**src/rtl/data_store_buffer.sv**
```systemverilog
// Posted-write store buffer between the CPU memory port and a single-port data memory.
// Optional STB_COALESCE_EN: stores to an already-buffered address merge into that entry.
module data_store_buffer #(
  parameter int unsigned DEPTH = 4,
  parameter int unsigned AW    = 16,
  parameter int unsigned DW    = 16
) (
  input  logic          clk,
  input  logic          reset,
  input  logic [AW-1:0] cpu_addr,
  input  logic [DW-1:0] cpu_wdata,
  input  logic          cpu_we,
  input  logic          cpu_re,
  input  logic          cpu_fence,
  output logic [DW-1:0] cpu_rdata,
  output logic          cpu_stall,
  output logic [AW-1:0] mem_addr,
  output logic [DW-1:0] mem_wdata,
  output logic          mem_we,
  input  logic [DW-1:0] mem_rdata,
  output logic          sb_empty
);

  localparam int unsigned PW = $clog2(DEPTH);
  localparam int unsigned CW = PW + 1;

  logic [AW-1:0] entAddr [DEPTH];
  logic [DW-1:0] entData [DEPTH];
  logic [PW-1:0] headPtr;
  logic [PW-1:0] tailPtr;
  logic [CW-1:0] count;

  logic          loadAct;
  logic          drainAct;
  logic          pushAct;
  logic          fenceStall;
  logic          fullStall;
  logic          coalesce;
  logic          fwdHit;
  logic [DW-1:0] fwdData;
  logic [PW-1:0] idx;
`ifdef STB_COALESCE_EN
  logic          coalHit;
  logic [PW-1:0] coalIdx;
`endif

  // Port arbitration, forwarding and stall decisions for this cycle
  always_comb begin
    loadAct    = cpu_re & ~cpu_we & ~reset;
    drainAct   = ~reset & ~loadAct & (count != '0);
    fenceStall = ~reset & cpu_fence & (count != '0);
    fwdHit     = 1'b0;
    fwdData    = '0;
    idx        = '0;
`ifdef STB_COALESCE_EN
    coalHit    = 1'b0;
    coalIdx    = '0;
`endif
    // Walk oldest to youngest so the last match is the youngest entry
    for (int k = 0; k < DEPTH; k++) begin
      idx = headPtr + PW'(k);
      if ((CW'(k) < count) && (entAddr[idx] == cpu_addr)) begin
        fwdHit  = 1'b1;
        fwdData = entData[idx];
`ifdef STB_COALESCE_EN
        // The head leaving this cycle cannot absorb a new store
        if (!((k == 0) && drainAct)) begin
          coalHit = 1'b1;
          coalIdx = idx;
        end
`endif
      end
    end
`ifdef STB_COALESCE_EN
    coalesce = ~reset & cpu_we & ~fenceStall & coalHit;
`else
    coalesce = 1'b0;
`endif
    fullStall = ~reset & cpu_we & (count == CW'(DEPTH)) & ~coalesce;
    pushAct   = ~reset & cpu_we & ~fenceStall & ~fullStall & ~coalesce;
    cpu_stall = fenceStall | fullStall;
    cpu_rdata = loadAct ? (fwdHit ? fwdData : mem_rdata) : '0;
    mem_we    = drainAct;
    mem_addr  = '0;
    mem_wdata = '0;
    if (loadAct) begin
      mem_addr = cpu_addr;
    end else if (drainAct) begin
      mem_addr  = entAddr[headPtr];
      mem_wdata = entData[headPtr];
    end
  end

  always_ff @(posedge clk) begin
    if (reset) begin
      headPtr <= '0;
      tailPtr <= '0;
      count   <= '0;
    end else begin
      if (pushAct)  tailPtr <= tailPtr + 1'b1;
      if (drainAct) headPtr <= headPtr + 1'b1;
      count <= count + CW'(pushAct) - CW'(drainAct);
    end
  end

  // Entry storage needs no reset; validity comes from count
  always_ff @(posedge clk) begin
    if (pushAct) begin
      entAddr[tailPtr] <= cpu_addr;
      entData[tailPtr] <= cpu_wdata;
    end
`ifdef STB_COALESCE_EN
    if (coalesce) entData[coalIdx] <= cpu_wdata;
`endif
  end

  assign sb_empty = (count == '0);

endmodule

```
**config.mk**
```make
export PLATFORM = sky130hd
export DESIGN_NAME = data_store_buffer
export DESIGN_NICKNAME = d
export VERILOG_FILES = /design/src/rtl/data_store_buffer.sv
export SDC_FILE = /design/constraint.sdc
export NUM_CORES = 1
export LEC_CHECK = 0
export ABC_AREA = 1
export CAP_MARGIN = 20
export CORE_MARGIN = 4
export CORE_UTILIZATION = 36
export CTS_BUF_LIST = sky130_fd_sc_hd__clkbuf_4 sky130_fd_sc_hd__clkbuf_8 sky130_fd_sc_hd__clkbuf_16
export DETAILED_ROUTE_END_ITERATION = 10
export PLACE_DENSITY = 0.69
export SETUP_SLACK_MARGIN = 0.5
export SLEW_MARGIN = 0
export SYNTH_ARGS = -nofsm -noshare
export SYNTH_HDL_FRONTEND = slang
export SYNTH_SLANG_ARGS = --single-unit
```
**constraint.sdc**
```tcl
create_clock -name clk -period 3.1 [get_ports clk]
set_clock_uncertainty 0.15 [all_clocks]
set_input_delay 0.465 -clock clk [delete_from_list [all_inputs] [get_ports clk]]
set_output_delay 0.465 -clock clk [all_outputs]
set_load 0.02 [all_outputs]
```
After elaboration in Yosys (flattened, before gate mapping)
Memories as Yosys holds them, arrays and structs flattened. A register that Yosys moved wholly into a read port is not among the register bits.
Index checks and enable logic that the tools add are counted.
{ "op_classes": {"addsub": 6, "magnitude_cmp": 4, "n_eq_ne": 5, "n_mux": 20, "n_bitwise": 16, "n_reduce_logical": 6} }
{ "ops": {"columns": ["op", "count"], "rows": [
  ["two-way mux 16 bit", 10],
  ["equality test 16 bit", 4],
  ["bitwise AND 1 bit", 10],
  ["two-way mux 2 bit", 4],
  ["< comparator 1 x 3 -> 1 bit, first input constant", 2],
  ["< comparator 2 x 3 -> 1 bit, first input constant", 2],
  ["two-way mux 1 bit", 6],
  ["inverter 1 bit", 5],
  ["adder 2 x 1 -> 2 bit, second input constant", 2],
  ["adder 2 bit, second input constant", 2],
  ["logical AND 1 bit", 4],
  ["adder 3 x 1 -> 3 bit", 1],
  ["equality test 3 bit, second input constant", 1],
  ["logical NOT 3 bit", 1],
  ["nonzero test 3 bit", 1],
  ["subtractor 3 x 1 -> 3 bit", 1],
  ["bitwise OR 1 bit", 1]
]} }
{ "totals": {"regBits": 7, "mem_bits_rw": 128, "inputBits": 53, "out_inout_bits": 51, "elab_cells": 62, "n_memories": 2} }
{ "memory_table": {"columns": ["name", "depth", "word_bits", "rd", "rd_ports_with_merged_regs", "write_ports", "line_no", "source"], "rows": [
  ["entAddr", 4, 16, 4, 1, 1, "27", "logic [AW-1:0] entAddr [DEPTH];"],
  ["entData", 4, 16, 4, 1, 1, "28", "logic [DW-1:0] entData [DEPTH];"]
]} }

Logic depth before layout (Yosys ltp)
An unclocked memory read counts as a cell.
{ "logic_depth": {"depth_word": 9, "depth_mapped": 19} }

Least setup slack after synthesis
OpenSTA, ideal clock, no wires.
{ "synth_path": {"kind": "input to register", "start": "in reset", "end": "mem entAddr[2][0] (enable)", "setup_ps": 421, "arrival_ps": 2564, "t_required_ps": 2529, "path_slack_ps": -35, "path_stages": 7, "path_buffers": 1, "cell_sequence": "clkbuf_1 nor3_1 nor2_1 inv_1 nor2_1 inv_1 nor2_1"} }
{ "synth_between": {"elab_chain_cells": 8, "elab_cells_between_ends": 11, "classes_between": "mux (2); bitwise (9)"} }
{ "synth_rtl": {"columns": ["element", "line_no", "source"], "rows": [
  ["start: declaration", "9", "input logic reset,"],
  ["inverter 1 bit *", "51, 79, 80", null],
  ["bitwise AND 1 bit (2 in a row)", "51", "fenceStall = ~reset & cpu_fence & (count != '0);"],
  ["inverter 1 bit", "80", "pushAct = ~reset & cpu_we & ~fenceStall & ~fullStall & ~coalesce;"],
  ["bitwise AND 1 bit", "80", null],
  ["bitwise AND 1 bit *", "80", null],
  ["two-way mux 1 bit *", "108", "if (pushAct) begin"],
  ["two-way mux 1 bit (implied by the code) *", "109", "entAddr[tailPtr] <= cpu_addr;"],
  ["end: declaration", "27", null]
]} }
Mark *: on every way between the ends. The rest lies on a longest branch, timed or not.

Final worst setup path
{ "layout_path": {"start": "reg headPtr[0]", "end": "out cpu_rdata[1]"} }
{ "layout_between": {"elab_chain_cells": 9, "elab_cells_between_ends": 19, "classes_between": "add/sub (3); eq/ne (3); mux (8); reduce/logical (3); memory (2)"} }
{ "layout_rtl": {"columns": ["element", "line_no", "source"], "rows": [
  ["start: declaration", "29", "logic [PW-1:0] headPtr;"],
  ["start signal: assignment", "101", "if (drainAct) headPtr <= headPtr + 1'b1;"],
  ["adder 2 x 1 -> 2 bit", "61", "idx = headPtr + PW'(k);"],
  ["memory (4 x 16 bit)", null, null],
  ["equality test 16 bit", "62", "if ((CW'(k) < count) && (entAddr[idx] == cpu_addr)) begin"],
  ["logical AND 1 bit", "62", null],
  ["two-way mux 16 bit / two-way mux 1 bit (equally long branches) (3 in a row)", "62", null],
  ["two-way mux 16 bit * (2 in a row)", "82", "cpu_rdata = loadAct ? (fwdHit ? fwdData : mem_rdata) : '0;"],
  ["end: declaration", "15", "output logic [DW-1:0] cpu_rdata,"]
]} }
Marked as above.

==> impl_metrics.yaml <==
timing:
  slew_viol_final: 0
  fin_crit_ns: 3.62
  worst_pin_slew_ns: 0.429
  relSlewSlack: 0.714
  setup_violations: 16
  timing.final.crit_share: 1.17
  setup_ws_ns: -0.525
  clock.fmax_mhz: 276
  hold_viol: 0
  worst_hold_slack_ns: 0.378
  rsz0062_at_grt: "true"
  finalSetupTns_ns: -7.68
clock_tree:
  ctsHtreeMaxLevel: 4
  root_buffer: "clkbuf_16"
  ctsHoldBuffers: 0
  cts_tree: "built"
  clk_pin_slew_ns: 0.06
  cts_buffers: 17
  cts_num_sinks: 137
  clk_latency_ns: 0.43
  cts.path.max_buffers: 2
global_routing:
  antenna_found_initial: 0
  grt_pass1_vias: 11000
  grt_usage: 0.228
  overflow: 0
  grt_first_pass_wirelength_um: 57500
  grt_max_degree: 33
worst_setup_path:
  cp_max_fo: 8
  required_ns: 2.48
  cp.arrival_ns: 3.01
  setup.worst_path.class: "flip-flop to primary output"
  cp-start-kind: "flip-flop"
  reg2regPathDepth: 14
  worst_setup_path_end_kind: "primary output"
final_layout:
  antenna_cells: 0
  fin_area_um2: 15700
  drive_gt1_frac: 0.295
  area_growth_pct: 49.7
  layout.nets: 1909
floorplan:
  pin_count: 104
  die_y_um: 179
  core_um2: 28800
  die_area_um2: 32000
  die_w_um: 179
  rows: 62
  start_util: 0.366
route:
  vias: 12100
  routed_via_density: 5.38
  routed_wl_um: 39700
  drc: 0
  wire_per_inst_um: 17.7
  first_pass_iters: 8
  ant_nets: 0
  drt_iter0_drc: 1443
yosys:
  synthFlopType: "edfxtp_1"
  ys_ff_latch: 137
  synth_cell_types: 41
  synth_enable_flop_cells: 128
  synth.avg_cell_area_um2: 6.86
  synth_simple_gate_area_share: 0.405
  synth_warnings: 0
  syn_inst: 1533
  synth-xor-area-share: 0.00488
  ys_seq_area_frac: 0.382
  synth_top_family_by_area: "simple AND/OR/NAND/NOR gates"
  synth_area_um2: 10500
  async_reset_ff_frac: 0
  synth_nets: 1595
  synth-adder-area-share: 0.0114
  synth_compound_area_frac: 0.104
  synthMuxAreaShare: 0.00476
place:
  dp_hpwl_um: 25900
  pre_cts_slack_ns: -0.629
  gp_congestion: 0.970
  placed_area_um2: 13800
  io_buffers: 103
outcome:
  violations: "setup timing"
  outcome: "complete, but fails checks"
worst_hold_path:
  hp-class: "input port to flip-flop"
  hold_depth: 5
power_and_ir_drop:
  power.density_nw_per_um2: 868
  max-vdd-ir-drop_mv: 0.501
  power_w: 0.0137
  p_leak_nw: 7.21
job:
  maxCapViolCount: 0
[state kept, by name (all words and copies together), names as in the netlist, named ones only]
name / flops
headPtr: 2
entData: 64
tailPtr: 2
entAddr: 64
count: 3
[repair_timing]
action	in CTS	in global routing
pin swaps	23	41
setup endpoints to repair	49	47
buffers inserted	12	16
gates resized for setup	285	171
cloned	5	15
[per-stage QoR]
| step | utilization | std cells |
|---|---|---|
| floorplan | - | 1533 |
| global placement | 0.479 | 2164 |
| detailed placement | 0.479 | 2164 |
| CTS | 0.513 | 2213 |
| global route | 0.547 | 2244 |
| finish | 0.547 | 2244 |
[final timing paths]
path              slack [ns]           end  startpoint
hold / removal          0.38    tailPtr[1]      cpu_we
setup reg to reg        0.54      count[1]    count[1]
hold reg to reg         0.40    tailPtr[1]  tailPtr[1]
setup / recovery       -0.52  cpu_rdata[1]  headPtr[0]
[layer usage]
layer,part of all wire,track usage
met2,0.47,0.375
met4,0.043,0.0841
met1,0.40,0.304
met5,0,0
met3,0.090,0.0337
[area by class of cell]
| type | instances | area (µm²) |
|---|---|---|
| inverters | 126 | 499 |
| fillers | 2461 | 13000 |
| repair inverters | 1 | 8.76 |
| clock inverters | 15 | 181 |
| multi-input cells | 1191 | 6320 |
| repair buffers | 373 | 3800 |
| clock buffers | 17 | 425 |
| flip-flops and latches | 137 | 4040 |
| well taps | 384 | 480 |
[Yosys cell counts, types with 5 or more instances]
cell type | instances | area, µm²
a21oi_1 | 40 | 200
nand3b_1 | 34 | 255
clkbuf_1 | 34 | 128
buf_2 | 15 | 75.1
o22ai_1 | 37 | 231
mux2i_1 | 5 | 50.1
nor2_4 | 6 | 67.6
nand4_1 | 45 | 282
nor2_1 | 136 | 510
buf_4 | 10 | 75.1
nand3_1 | 121 | 606
buf_1 | 10 | 37.5
a32o_1 | 15 | 150
buf_6 | 12 | 135
o21ai_0 | 68 | 340
nand2_1 | 627 | 2350
dfxtp_1 | 9 | 180
ha_1 | 8 | 100
o21ai_1 | 8 | 40.0
inv_1 | 121 | 454
a221oi_1 | 10 | 87.6
edfxtp_1 | 128 | 3840
[layout by cell type, fill, tap and decap left out, drive strengths merged, types with 2 or more instances in the layout]
cell / n
inv: 134
nor2: 146
a221oi: 10
clkdlybuf4s50: 53
clkinvlp: 2
nand3b: 34
clkbuf: 35
edfxtp: 128
bufinv: 2
o22ai: 37
dfxtp: 9
dlygate4sd2: 2
nand4: 45
a21oi: 40
ha: 8
a32o: 15
mux2i: 5
clkdlybuf4s15: 4
clkinv: 4
xor2: 5
buf: 295
o21ai: 78
nand2: 632
nand3: 127
or2: 3
[power by group]
| part | switching, W | total [W] | internal (W) |
|---|---|---|---|
| logic | 0.00527 | 0.00921 | 0.00394 |
| registers | 0.000135 | 0.00231 | 0.00218 |
| clock network | 0.000923 | 0.00214 | 0.00122 |
[logic make-up (layout without fill, tap and decap cells)]
family | after synthesis | in the layout
compound gates | 183 | 183
flops | 137 | 137
mux | 5 | 5
buf+inv | 207 | 532
simple gates | 987 | 989
fa+ha+maj | 9 | 9
xor+xnor | 5 | 5
[critical path: stages (launching register included)]
cell,delay [ns]
dfxtp_4,0.47
clkinv_8,0.14
nand2_8,0.11
nand2_8,0.10
buf_12,0.16
nand2_2,0.06
nand2_1,0.07
nand2_1,0.06
nand2_1,0.07
nor2_2,0.12
nand2_2,0.10
nor2_4,0.17
nand3_4,0.17
buf_6,0.18
nand3b_1,0.08
nand2_1,0.07
a21oi_2,0.13
buf_4,0.15
nor2_4,0.03
buf_6,0.12
Power figures use the tool's default switching activity.
